## config.mk

```make
export PLATFORM = sky130hd
export DESIGN_NAME = inst_fetch_unit
export DESIGN_NICKNAME = d
export VERILOG_FILES = /design/src/rtl/inst_fetch_unit.sv
export SDC_FILE = /design/constraint.sdc
export NUM_CORES = 1
export LEC_CHECK = 0
export ABC_AREA = 1
export BUFFER_PORTS_ARGS = -buffer_cell sky130_fd_sc_hd__clkbuf_2
export CORE_MARGIN = 2
export CORE_UTILIZATION = 36
export CTS_CLUSTER_DIAMETER = 150
export DETAILED_ROUTE_END_ITERATION = 8
export GPL_ROUTABILITY_DRIVEN = 1
export GPL_TIMING_DRIVEN = 0
export MAX_ROUTING_LAYER = met4
export PLACE_DENSITY_LB_ADDON = 0.2
export SLEW_MARGIN = 10
export SYNTH_ARGS = -nofsm -noshare
export SYNTH_HDL_FRONTEND = slang
export SYNTH_SLANG_ARGS = --single-unit
```

## constraint.sdc

```tcl
create_clock -name clk -period 10.65 [get_ports clk]
set_input_delay 1.065 -clock clk [delete_from_list [all_inputs] [get_ports clk]]
set_output_delay 1.065 -clock clk [all_outputs]
set_load 0.01 [all_outputs]
```

## src/rtl/inst_fetch_unit.sv

```systemverilog
`default_nettype none
// ============================================================================
//  Module      : inst_fetch_unit
//  Description : Instruction-fetch front end for simple_cpu decode.
//                Issues sequential word-aligned fetch requests to a
//                variable-latency, in-order instruction memory. Returned
//                words are buffered with their PCs in a prefetch FIFO and
//                handed to decode over valid/ready. A redirect flushes the
//                FIFO and marks still-in-flight responses for discard.
//  Revision    : 1.0  initial release
// ----------------------------------------------------------------------------
//  Optional feature macro: FETCH_ALIGN_CHECK_EN
//    defined   : adds output fetch_misalign. A misaligned redirect sets it
//                (sticky) and stops fetching until an aligned redirect or reset.
//    undefined : no fetch_misalign port; redirect_pc[1:0] is treated as 2'b00.
// ----------------------------------------------------------------------------
//  Ports
//    clk              in   clock, rising edge
//    rstn             in   synchronous reset, active HIGH (legacy name)
//    redirect_valid   in   taken branch / jump this cycle
//    redirect_pc      in   new fetch address
//    imem_req_valid   out  fetch request valid
//    imem_req_ready   in   memory accepts request
//    imem_req_addr    out  fetch byte address (word aligned)
//    imem_resp_valid  in   in-order response word valid (always accepted)
//    imem_resp_data   in   fetched instruction
//    inst_valid       out  FIFO head valid
//    inst_ready       in   decode consumes head
//    inst_data        out  instruction at FIFO head
//    inst_pc          out  PC of instruction at FIFO head
//    fetch_misalign   out  (FETCH_ALIGN_CHECK_EN only) sticky misalign flag
// ============================================================================
module inst_fetch_unit #(
  parameter int                    DATA_WIDTH = 32,
  parameter logic [DATA_WIDTH-1:0] RESET_PC   = DATA_WIDTH'(32'h0000_0000),
  parameter int                    FIFO_DEPTH = 4
) (
  input  logic                  clk,
  input  logic                  rstn,
  input  logic                  redirect_valid,
  input  logic [DATA_WIDTH-1:0] redirect_pc,
  output logic                  imem_req_valid,
  input  logic                  imem_req_ready,
  output logic [DATA_WIDTH-1:0] imem_req_addr,
  input  logic                  imem_resp_valid,
  input  logic [DATA_WIDTH-1:0] imem_resp_data,
  output logic                  inst_valid,
  input  logic                  inst_ready,
  output logic [DATA_WIDTH-1:0] inst_data,
  output logic [DATA_WIDTH-1:0] inst_pc
`ifdef FETCH_ALIGN_CHECK_EN
  ,
  output logic                  fetch_misalign
`endif
);

  localparam int AW = (FIFO_DEPTH > 1) ? $clog2(FIFO_DEPTH) : 1;
  localparam int CW = AW + 1;

  localparam logic [CW:0]           c_depth      = (CW+1)'(FIFO_DEPTH);
  localparam logic [DATA_WIDTH-1:0] c_pc_step    = DATA_WIDTH'(4);
  localparam logic [DATA_WIDTH-1:0] c_align_mask = DATA_WIDTH'(3);

  // Fetch address and in-flight PC queue (PCs of requests awaiting response)
  logic [DATA_WIDTH-1:0] r_fetch_pc;
  logic [DATA_WIDTH-1:0] r_fl_pc [FIFO_DEPTH];
  logic [AW-1:0]         r_fl_rd;
  logic [AW-1:0]         r_fl_wr;
  logic [CW-1:0]         r_outstanding;
  logic [CW-1:0]         r_drop;

  // Prefetch FIFO of {pc, inst}
  logic [DATA_WIDTH-1:0] r_fifo_pc   [FIFO_DEPTH];
  logic [DATA_WIDTH-1:0] r_fifo_inst [FIFO_DEPTH];
  logic [AW-1:0]         r_rd_ptr;
  logic [AW-1:0]         r_wr_ptr;
  logic [CW-1:0]         r_count;

  logic [DATA_WIDTH-1:0] w_redirect_target;
  logic                  w_inhibit;
  logic                  w_credit;
  logic                  w_fire;
  logic                  w_resp;
  logic                  w_push;
  logic                  w_pop;
  logic [CW-1:0]         w_outstanding_nxt;

`ifdef FETCH_ALIGN_CHECK_EN
  logic r_misalign;

  assign w_redirect_target = redirect_pc;
  assign w_inhibit         = r_misalign;
  assign fetch_misalign    = r_misalign;

  // Each redirect re-evaluates the flag, so only an aligned redirect clears it.
  always_ff @(posedge clk) begin
    if (rstn) begin
      r_misalign <= 1'b0;
    end else if (redirect_valid) begin
      r_misalign <= (redirect_pc[1:0] != 2'b00);
    end
  end
`else
  assign w_redirect_target = redirect_pc & ~c_align_mask;
  assign w_inhibit         = 1'b0;
`endif

  // Credit: a request is only issued if a FIFO slot is reserved for its
  // response, counting both buffered words and words still in flight.
  assign w_credit       = ({1'b0, r_outstanding} + {1'b0, r_count}) < c_depth;
  assign imem_req_valid = !rstn && !redirect_valid && !w_inhibit && w_credit;
  assign imem_req_addr  = r_fetch_pc;
  assign w_fire         = imem_req_valid && imem_req_ready;
  assign w_resp         = imem_resp_valid;

  // A response is kept only when no stale responses remain to be discarded
  // and no redirect is flushing the pipe this cycle.
  assign w_push = w_resp && (r_drop == '0) && !redirect_valid;
  assign w_pop  = inst_valid && inst_ready && !redirect_valid;

  assign inst_valid = (r_count != '0);
  assign inst_data  = r_fifo_inst[r_rd_ptr];
  assign inst_pc    = r_fifo_pc[r_rd_ptr];

  always_comb begin
    w_outstanding_nxt = r_outstanding;
    if (w_fire && !w_resp) begin
      w_outstanding_nxt = r_outstanding + 1'b1;
    end else if (!w_fire && w_resp && (r_outstanding != '0)) begin
      w_outstanding_nxt = r_outstanding - 1'b1;
    end
  end

  // Control state
  always_ff @(posedge clk) begin
    if (rstn) begin
      r_fetch_pc    <= RESET_PC;
      r_fl_rd       <= '0;
      r_fl_wr       <= '0;
      r_outstanding <= '0;
      r_drop        <= '0;
      r_rd_ptr      <= '0;
      r_wr_ptr      <= '0;
      r_count       <= '0;
    end else begin
      // In-flight queue tracks every request, kept or dropped, so it is
      // never flushed: stale entries retire as their responses arrive.
      if (w_fire) begin
        r_fl_wr    <= r_fl_wr + 1'b1;
        r_fetch_pc <= r_fetch_pc + c_pc_step;
      end
      if (w_resp) begin
        r_fl_rd <= r_fl_rd + 1'b1;
      end
      r_outstanding <= w_outstanding_nxt;

      if (redirect_valid) begin
        r_fetch_pc <= w_redirect_target;
        r_rd_ptr   <= '0;
        r_wr_ptr   <= '0;
        r_count    <= '0;
        // Everything still in flight is stale; a response landing in this
        // very cycle is already discarded, so it is not counted again.
        r_drop     <= w_resp ? (r_outstanding - 1'b1) : r_outstanding;
      end else begin
        if (w_resp && (r_drop != '0)) begin
          r_drop <= r_drop - 1'b1;
        end
        if (w_push) begin
          r_wr_ptr <= r_wr_ptr + 1'b1;
        end
        if (w_pop) begin
          r_rd_ptr <= r_rd_ptr + 1'b1;
        end
        if (w_push && !w_pop) begin
          r_count <= r_count + 1'b1;
        end else if (w_pop && !w_push) begin
          r_count <= r_count - 1'b1;
        end
      end
    end
  end

  // Storage arrays: contents are qualified by the pointers/counters above,
  // so they need no reset.
  always_ff @(posedge clk) begin
    if (w_fire) begin
      r_fl_pc[r_fl_wr] <= r_fetch_pc;
    end
    if (w_push) begin
      r_fifo_pc[r_wr_ptr]   <= r_fl_pc[r_fl_rd];
      r_fifo_inst[r_wr_ptr] <= imem_resp_data;
    end
  end

endmodule
`default_nettype wire

```

==> impl_metrics.yaml <==
status:
  status: "finished, final reports clean"
place:
  hpwl_um: 28800
  io_buffers: 158
  place_congestion: 0.840
  dpl_worst_slack_ps: 6900
  dpl.cell_count: 2210
pwr:
  peakVddDrop_uv: 107
  p_leak_nw: 7.19
  powerDensity_nw_per_um2: 177
setup_path:
  cpMostUsedCell: "buf_2"
  crit_fanout: 10
  r2r_end: "r_fifo_inst[2][23]$_DFFE_PP_"
  worst_ep_arrival_time_ps: 2730
  worst-r2r-cell-count: 8
  slowest_delay_ps: 470
  cp-start-kind: "flip-flop"
  crit_end: "inst_pc[9]"
  cp_slowest_cell: "clkbuf_1"
  path_cells: "buf_2 > inv_1 > clkbuf_1 > buf_2 > nor2_1 > o22ai_1 > clkbuf_2"
  end_kind: "primary output"
  worstPathRequired_ps: 9590
  r2r_slack_ps: 7730
  critPathKind: "flip-flop to primary output"
  reg2reg_from: "r_drop[0]$_SDFFE_PP0P_"
route:
  antenna_left: 0
  drc_errors: 0
  via_per_inst: 4.97
  num_vias: 11400
  drt_iter0_drc: 838
  dr.pass1.iters: 6
  wl_um: 43100
  wl_per_cell_um: 18.8
layout:
  area_growth_syn_to_layout_pct: 19.4
  layout_commonest_cell: "edfxtp_1"
  nFillCells: 4424
  drive_gt1_share_pct: 16.3
  register_area_um2: 12100
  nNetsFinal: 1738
  multi_input_area_um2: 4280
  final_cell_mix: "edfxtp_1 (368), nor2_1 (262), o21ai_0 (207), nand2_1 (166), clkbuf_2 (158)"
  antennaDiodeCount: 0
  instances_no_fill: 2289
global_routing:
  grt_pass1_vias: 11000
  overflow: 0
  track_usage_pct: 18.2
  grt_pass1_wl_um: 64600
  antenna_found_initial: 0
  grt_max_degree: 26
floorplanning:
  die_h_um: 221
  io_pins: 168
  die_x_um: 221
  rows: 79
  die_area_um2: 48700
  start_util_pct: 36.4
  core_area_um2: 46500
sta:
  rsz0062_at_grt: "no"
  fmax_ghz: 0.264
  slew-limit-headroom_pct: 52.8
  worst_pin_slew_ps: 707
  tns_ps: 0
  fin_crit_ps: 3790
  fin_skew_ps: 26.5
  slew_violations: 0
  finalSetupViolCount: 0
  layout_setup_ws_ps: 6860
  hold-worst-slack_ps: 468
  hold_violations: 0
  fin_crit_sh_pct: 35.6
clocking:
  hold_buffers: 0
  clockBufferDepth: 3
  cts.clk_slew.worst_paths_ps: 60
  cts_root_buf: "clkbuf_16"
  cts_resized: 0
  cts_max_level: 2
  cts.sinks: 419
  postCtsSetupBuffers: 0
  clock_latency_ps: 580
  numCtsBuffers: 45
  cts_tree: "built"
synth:
  ys_seq_area_share_pct: 71.4
  syn_inst: 1428
  syn_area_um2: 16900
  async_reset_ff_share_pct: 0
  ys_ff_latch: 419
  synth_edf_count: 368
  postSynthAreaPerCell_um2: 11.8
  yosysUniqueCellTypes: 38
  synth_top_flop_cell: "edfxtp_1"
  ys.warnings.count: 0
worst_hold_path:
  hold_class: "flip-flop to flip-flop"
  hold_start: "r_fl_rd[1]$_SDFFE_PP0P_"
flow_run:
  maxCapViolations: 0
## flip-flops by register name, summed over array words and instances, names as in the netlist, named ones only
signal and cells:
imem_req_addr 30, r_count 3, r_drop 3, r_fifo_inst 128, r_fifo_pc 120, r_fl_pc 120, r_fl_rd 2, r_fl_wr 2
r_outstanding 3, r_rd_ptr 2, r_wr_ptr 2
## critical path, delay by kind of cell (launching register included)
kind	cells	cell delay, ps
flip-flops	1	290
AO/OA/AOI/OAI	1	290
AND/OR/NAND/NOR	1	60
buffers and inverters	5	1490
## through the flow
stage / util (%) / instance area, µm² / total power, mW
after floorplan: - / 16900 / 2.06
after global placement: 39.8 / 18500 / 2.18
after detailed placement: 40.6 / 18900 / 2.19
after CTS: 43.5 / 20200 / 3.62
after global routing: 43.5 / 20200 / 3.71
final: 43.5 / 20200 / 3.58
## routing by layer
metal  part of all wire [%]  GRT usage [%]  up-vias  wire length [µm]
met5                      0              -        -                 0
met4                    1.8           5.20        0               793
met3                    5.4           2.69       52              2340
met2                     48           29.8      302             20900
met1                     44           23.7     5488             19100
li1                       -              -     5530                 -
## Yosys cell counts (all sizes together), types with 2 or more instances
cell | count | share of area (%)
edfxtp | 368 | 65
nor2 | 277 | 6.4
o21ai | 208 | 6.2
nand2 | 171 | 3.9
o22ai | 92 | 3.4
inv | 63 | 1.4
clkbuf | 54 | 1.2
dfxtp | 51 | 6.0
a21oi | 40 | 1.2
buf | 25 | 1.1
nand3 | 19 | 0.62
ha | 17 | 1.3
xor2 | 11 | 0.57
nand3b | 8 | 0.36
xnor2 | 5 | 0.26
o211ai | 4 | 0.21
a22oi | 3 | 0.13
nor3 | 3 | 0.12
a31oi | 2 | 0.074
nand4 | 2 | 0.074
## layout make-up
class	instances	share of cell area, %
multi-input combinational	869	21.2
inverter	64	1.21
buffer	79	1.88
clock inverter	17	0.688
sequential	419	59.8
clock buffer	62	5.89
timing repair buffer	172	5.56
tap	607	3.76
## report_power, final
part	internal, mW	switching (mW)	leakage (nW)
combinational	0.0930	0.176	2.79
clock	0.806	0.616	0.639
sequential	1.84	0.0410	3.77
total	2.74	0.833	7.19
## worst min path at each step
| stage | slack, ps | depth (start not counted) | end |
|---|---|---|---|
| final | 470 | 1 | flip-flop |
| after global routing | 510 | 2 | r_count[2]$_SDFFE_PP0P_ |
| after CTS | 460 | 1 | r_fl_rd[1]$_SDFFE_PP0P_ |
| after detailed placement | 440 | 1 | r_fl_rd[1]$_SDFFE_PP0P_ |
| after global placement | 430 | 1 | r_fl_rd[1]$_SDFFE_PP0P_ |
| after floorplan | 410 | 1 | flip-flop |
## cells by family after synthesis
| group | synth area share, % |
|---|---|
| simple gates | 11.4 |
| flops | 71.4 |
| compound gates | 11.2 |
| buf+inv | 3.70 |
| fa+ha+maj | 1.38 |
| xor+xnor | 0.829 |
| other cells | 0.0222 |
Power figures use the tool's default switching activity.
